==> src/rtl/mem_access_ctrl.sv <==
// mem_access_ctrl
// MEM-stage data-memory sequencer. Accepts the memory fields of the decoded
// control word, checks the access for legality, runs one req/ack transaction
// to the data memory and stalls the pipeline until that transaction finishes.
//
// Ports
//   clk, rst               clock, synchronous active-high reset
//   mem_read, mem_write    access type from the control word
//   size                   00 word, 01 half, 10 byte, 11 illegal
//   lb_lh                  1 = sign-extend sub-word loads
//   addr, wdata            effective byte address, right-justified store data
//   dmem_req/we/addr/be/wdata  request side of the data-memory port
//   dmem_ack, dmem_rdata   completion pulse and read word
//   stall                  freeze upstream pipeline
//   load_data, load_valid  extended load result and its 1-cycle strobe
//   align_exc              1-cycle pulse for misaligned / illegal access
//   bus_err                1-cycle pulse when the ack never came
module mem_access_ctrl #(
    parameter int TIMEOUT = 16
) (
    input  logic        clk,
    input  logic        rst,
    input  logic        mem_read,
    input  logic        mem_write,
    input  logic [1:0]  size,
    input  logic        lb_lh,
    input  logic [31:0] addr,
    input  logic [31:0] wdata,
    output logic        dmem_req,
    output logic        dmem_we,
    output logic [31:0] dmem_addr,
    output logic [3:0]  dmem_be,
    output logic [31:0] dmem_wdata,
    input  logic        dmem_ack,
    input  logic [31:0] dmem_rdata,
    output logic        stall,
    output logic [31:0] load_data,
    output logic        load_valid,
    output logic        align_exc,
    output logic        bus_err
);
    localparam int NUM_LANES = 4;

    typedef enum logic [1:0] {
        S_IDLE = 2'd0,
        S_REQ  = 2'd1,
        S_DONE = 2'd2
    } state_t;

    // Access attributes kept for the duration of the transaction.
    typedef struct packed {
        logic       we;
        logic [1:0] lane;
        logic [1:0] size;
        logic       sext;
    } req_t;

    state_t state, state_nxt;
    req_t   req_q;
    logic [7:0] cnt;
    logic       err_q;

    logic has_op, illegal, legal;
    logic [NUM_LANES-1:0]      be_nxt;
    logic [NUM_LANES-1:0][7:0] wdata_nxt;
    logic [NUM_LANES-1:0][7:0] rbytes;
    logic [1:0][15:0]          rhalves;
    logic [31:0]               ld_ext;

    // ------------------------------------------------------------------
    // Legality of the op presented in IDLE
    // ------------------------------------------------------------------
    assign has_op  = mem_read | mem_write;
    assign illegal = (mem_read & mem_write) | (size == 2'b11)
                   | ((size == 2'b01) & addr[0])
                   | ((size == 2'b00) & (addr[1:0] != 2'b00));
    assign legal   = has_op & ~illegal;

    // ------------------------------------------------------------------
    // Store lane formatting: each byte lane picks the source byte that
    // the access size replicates into it.
    // ------------------------------------------------------------------
    for (genvar i = 0; i < NUM_LANES; i++) begin : g_lane
        always_comb begin
            case (size)
                2'b10:   wdata_nxt[i] = wdata[7:0];
                2'b01:   wdata_nxt[i] = wdata[8*(i%2) +: 8];
                default: wdata_nxt[i] = wdata[8*i +: 8];
            endcase
        end
    end

    always_comb begin
        be_nxt = 4'b1111;
        if (!mem_read) begin
            case (size)
                2'b10:   be_nxt = 4'b0001 << addr[1:0];
                2'b01:   be_nxt = addr[1] ? 4'b1100 : 4'b0011;
                default: be_nxt = 4'b1111;
            endcase
        end
    end

    // ------------------------------------------------------------------
    // Load extraction from the returned word using the captured lane
    // ------------------------------------------------------------------
    assign rbytes  = dmem_rdata;
    assign rhalves = dmem_rdata;

    always_comb begin
        case (req_q.size)
            2'b10:   ld_ext = {{24{req_q.sext & rbytes[req_q.lane][7]}},
                               rbytes[req_q.lane]};
            2'b01:   ld_ext = {{16{req_q.sext & rhalves[req_q.lane[1]][15]}},
                               rhalves[req_q.lane[1]]};
            default: ld_ext = dmem_rdata;
        endcase
    end

    // ------------------------------------------------------------------
    // FSM: state register
    // ------------------------------------------------------------------
    always_ff @(posedge clk) begin
        if (rst) state <= S_IDLE;
        else     state <= state_nxt;
    end

    // FSM: next state. Ack is checked before the timeout so it wins a tie.
    always_comb begin
        state_nxt = state;
        case (state)
            S_IDLE:  if (legal) state_nxt = S_REQ;
            S_REQ:   if (dmem_ack || cnt == 8'(TIMEOUT - 1)) state_nxt = S_DONE;
            S_DONE:  state_nxt = S_IDLE;
            default: state_nxt = S_IDLE;
        endcase
    end

    // FSM: outputs
    always_comb begin
        dmem_req   = 1'b0;
        stall      = 1'b0;
        align_exc  = 1'b0;
        load_valid = 1'b0;
        bus_err    = 1'b0;
        case (state)
            S_IDLE: begin
                stall     = legal;
                align_exc = has_op & illegal;
            end
            S_REQ: begin
                dmem_req = 1'b1;
                stall    = 1'b1;
            end
            S_DONE: begin
                load_valid = ~err_q & ~req_q.we;
                bus_err    = err_q;
            end
            default: ;
        endcase
    end

    // ------------------------------------------------------------------
    // Datapath registers
    // ------------------------------------------------------------------
    always_ff @(posedge clk) begin
        if (rst) begin
            cnt        <= '0;
            err_q      <= 1'b0;
            req_q      <= '0;
            dmem_we    <= 1'b0;
            dmem_addr  <= '0;
            dmem_be    <= '0;
            dmem_wdata <= '0;
            load_data  <= '0;
        end else begin
            cnt <= (state == S_REQ) ? cnt + 8'd1 : 8'd0;

            if (state == S_IDLE && legal) begin
                req_q      <= '{we: mem_write, lane: addr[1:0], size: size, sext: lb_lh};
                dmem_we    <= mem_write;
                dmem_addr  <= {addr[31:2], 2'b00};
                dmem_be    <= be_nxt;
                dmem_wdata <= wdata_nxt;
            end

            // Only meaningful on the cycle REQ exits; an absent ack there
            // means the exit was forced by the timeout.
            if (state == S_REQ) begin
                err_q <= ~dmem_ack;
                if (dmem_ack && !req_q.we) load_data <= ld_ext;
            end
        end
    end

endmodule

==> config.mk <==
export PLATFORM = sky130hd
export DESIGN_NAME = mem_access_ctrl
export DESIGN_NICKNAME = d
export VERILOG_FILES = /design/src/rtl/mem_access_ctrl.sv
export SDC_FILE = /design/constraint.sdc
export NUM_CORES = 1
export LEC_CHECK = 0
export ABC_AREA = 1
export CORE_MARGIN = 2
export CORE_UTILIZATION = 40
export DETAILED_ROUTE_END_ITERATION = 6
export HOLD_SLACK_MARGIN = 0.06
export PLACE_DENSITY = 0.78
export RECOVER_POWER = 100
export SYNTH_ARGS = -nofsm -noshare
export SYNTH_HDL_FRONTEND = slang
export SYNTH_SLANG_ARGS = --single-unit
==> constraint.sdc <==
create_clock -name clk -period 1.46 [get_ports clk]
set_input_delay 0.219 -clock clk [delete_from_list [all_inputs] [get_ports clk]]
set_output_delay 0.219 -clock clk [all_outputs]
set_load 0.03 [all_outputs]
==> flow_metrics.env <==
export IMPL_rsz0062_at_grt="true"
export IMPL_grt_pass1_wl_microns=28230
export IMPL_ys_ff_latch=115
export IMPL_synth_compound_area_share_pct=18.09
export IMPL_cts_tree="yes"
export IMPL_hold_path_class="in2reg"
export IMPL_crit_arrival_ns=1.52
export IMPL_post_dp_hpwl_microns=12080
export IMPL_async_flop_share_pct=0
export IMPL_dieArea_sq_um=14220
export IMPL_synthAdderAreaFrac_pct=1.649
export IMPL_setup_violations=71
export IMPL_seqPwrFrac_pct=32.5
export IMPL_netlist_top_cells_area="dfxtp_1, nand2_1, a21oi_1"
export IMPL_cts_htree_levels=4
export IMPL_grt_pass1_vias=5827
export IMPL_dp_cells=1174
export IMPL_final_cells=1220
export IMPL_start_util_pct=40.59
export IMPL_cts_clk_slew_worst_paths_ns=0.05
export IMPL_syn_inst=790
export IMPL_cts_buffers=17
export IMPL_vias_per_cell=5.037
export IMPL_syn_area_per_cell_sq_um=6.723
export IMPL_finalPower_mw=10.65
export IMPL_clock_sinks=115
export IMPL_fin_nets=1142
export IMPL_wire_per_inst_microns=15.26
export IMPL_netlist_area_sq_um=5311
export IMPL_synth_distinct_cells=28
export IMPL_powerDensity_nw_per_um2=1189
export IMPL_die_w_microns=119.2
export IMPL_rows=42
export IMPL_track_usage_pct=25.09
export IMPL_yosysMostFrequentCell="nand2_1"
export IMPL_finalCritPeriodShare_pct=119.1
export IMPL_synth_mux_area_share_pct=0
export IMPL_grt_max_degree=42
export IMPL_worst_slack_ns=-0.2783
export IMPL_crit_required_ns=1.24
export IMPL_drt_pass1_iterations=5
export IMPL_p_int_mw=7.594
export IMPL_cp_start_kind="input port"
export IMPL_root_buffer="clkbuf_16"
export IMPL_post_place_ws_ns=-0.5681
export IMPL_yosys_area_share_xor_xnor_pct=0
export IMPL_tightestPinTransition_ns=0.5845
export IMPL_leakage_nw=4.143
export IMPL_yosys_area_share_simple_pct=28.34
export IMPL_max_cap_viol_count=0
export IMPL_clkPwrFrac_pct=42.6
export IMPL_antenna_found_initial=3
export IMPL_route_detailed_drc=0
export IMPL_pwr_share_comb_pct=24.9
export IMPL_skew_ns=0.009839
export IMPL_hold_viol=0
export IMPL_vias=6145
export IMPL_drive_gt1_share_pct=18.12
export IMPL_area_growth_pct=68.74
export IMPL_outcome="finished, violations left"
export IMPL_drt_initial_drc_count=366
export IMPL_io_pins=210
export IMPL_worst_setup_path_end_kind="output pin"
export IMPL_core_area_sq_um=13090
export IMPL_drtAntennaViolNets=0
export IMPL_cts_buffer_depth=2
export IMPL_overflow=0
export IMPL_crit_fanout=3
export IMPL_min_period_ns=1.738
export IMPL_synth_top_area_share_pct=43.35
export IMPL_seq_area_frac_synth_pct=43.35
export IMPL_clock_fmax_mhz=575.3
export IMPL_failed_checks="negative setup slack"
export IMPL_die_h_microns=119.2
export IMPL_synth_common_cells="nand2_1, a21oi_1, dfxtp_1, o21ai_0, inv_1"
export IMPL_synthFlopType="dfxtp_1"
export IMPL_place_gp_congestion=0.8877
export IMPL_portBuffers=207
export IMPL_p_sw_mw=3.058
export IMPL_maxSlewHeadroom_pct=61.03
export IMPL_peakVddDrop_v=0.0006697
export IMPL_clk_latency_ns=0.41
export IMPL_routed_wl_microns=18620
export IMPL_synth_edf_count=0
export IMPL_swShare_pct=28.71
export IMPL_synth_area_leader_cell="dfxtp_1"
export IMPL_synth_top_family_by_area="simple AND/OR/NAND/NOR gates"
export IMPL_yosysWarnings=0
export IMPL_path_class="in2out"
export IMPL_hold_buffers=0
export IMPL_final_max_slew_viol_count=0
==> routing by layer <==
layer  up-vias  share of wire (%)  global-route usage, %
met5         -               0.13                      0
met4         4                3.1                  12.72
met3        51                7.6                  8.573
met2       233                 48                  41.45
met1      2842                 41                  28.80
li1       3015                  -                      -
==> placed cells by master (no fill, tap or decap), drive strengths merged, types with 3 or more instances in the layout <==
master         instances
a21oi                137
buf                   64
bufbuf                 4
bufinv                 5
clkbuf                21
clkdlybuf4s50         96
clkinv                 6
dfxtp                115
dlygate4sd2          102
ha                     7
inv                   53
nand2                306
nand3                  9
nand3b                 7
nand4                  3
nor2                  38
nor3                   3
o21ai                 51
or2                    8
==> flip-flops by register name, indices dropped and copies added, names as in the netlist <==
name / flops
dmem_be: 4
cnt: 8
dmem_wdata: 32
err_q: 1
req_q: 6
dmem_addr: 30
state: 2
load_data: 32
==> final timing paths <==
| check | start | endpoint | slack, ns | cells after the start |
|---|---|---|---|---|
| setup reg to reg | state[1]$_SDFFE_PP0P_ | dmem_addr[12]$_SDFFE_PP0P_ | -0.16 | 9 |
| hold / removal | rst | cnt[7]$_SDFF_PP0_ | 0.16 | 4 |
| hold reg to reg | cnt[0]$_SDFF_PP0_ | cnt[0]$_SDFF_PP0_ | 0.45 | 1 |
| setup / recovery | size[1] | stall | -0.28 | 9 |
==> worst max-delay path, stage by stage <==
cell and delay (ns):
clkdlybuf4s15_2 0.21, buf_4 0.14, ha_1 0.16, nand3b_1 0.23, nor2_4 0.20, nand2_4 0.07, buf_12 0.12, nand2_4 0.05
buf_6 0.12
==> final cells by class <==
| type | count | area, sq um |
|---|---|---|
| fill | 1059 | 4123 |
| multi-input combinational | 575 | 2874 |
| timing repair buffer | 268 | 2699 |
| sequential | 115 | 2310 |
| clock buffer | 20 | 456.7 |
| tap | 176 | 220.2 |
| inverter | 54 | 217.7 |
| clock inverter | 11 | 182.7 |
| antenna | 1 | 2.502 |
==> logic make-up (layout without fill, tap and decap cells) <==
group | after synthesis | after routing
AND/OR/NAND/NOR | 374 | 375
other | 1 | 3
adder cells (fa/ha/maj) | 7 | 7
buffers and inverters | 102 | 353
AO/OA/AOI/OAI | 191 | 191
flip-flops | 115 | 115
==> power by group through the flow <==
| stage | Combinational, mW | Clock (mW) | Sequential, mW |
|---|---|---|---|
| after floorplan | 0.949 | 0 | 3.87 |
| after global placement | 2.38 | 0 | 3.52 |
| after detailed placement | 2.40 | 0 | 3.52 |
| after CTS | 2.50 | 4.58 | 3.45 |
| after global routing | 2.85 | 4.76 | 3.48 |
| final | 2.65 | 4.54 | 3.46 |
==> timing repair <==
action	in CTS	in global routing
endpoints found under the hold margin	0	0
buffers inserted	7	1
cloned	6	1
pin swaps	7	9
setup endpoints to repair	173	108
gates resized for setup	131	83
==> stage by stage <==
step / area [sq um] / util (%) / TNS (ns) / hold WS [ns]
3_3_place_gp: 7854 / 60.02 / -40.53 / 0.4304
6_report: 8962 / 68.49 / -7.075 / 0.1563
5_1_grt: 8960 / 68.47 / -11.19 / 0.1693
2_1_floorplan: 5329 / - / -0.004996 / 0.3617
3_5_place_dp: 7854 / 60.02 / -42.92 / 0.4354
4_1_cts: 8658 / 66.17 / -3.978 / 0.1442
Power figures use the tool's default switching activity.
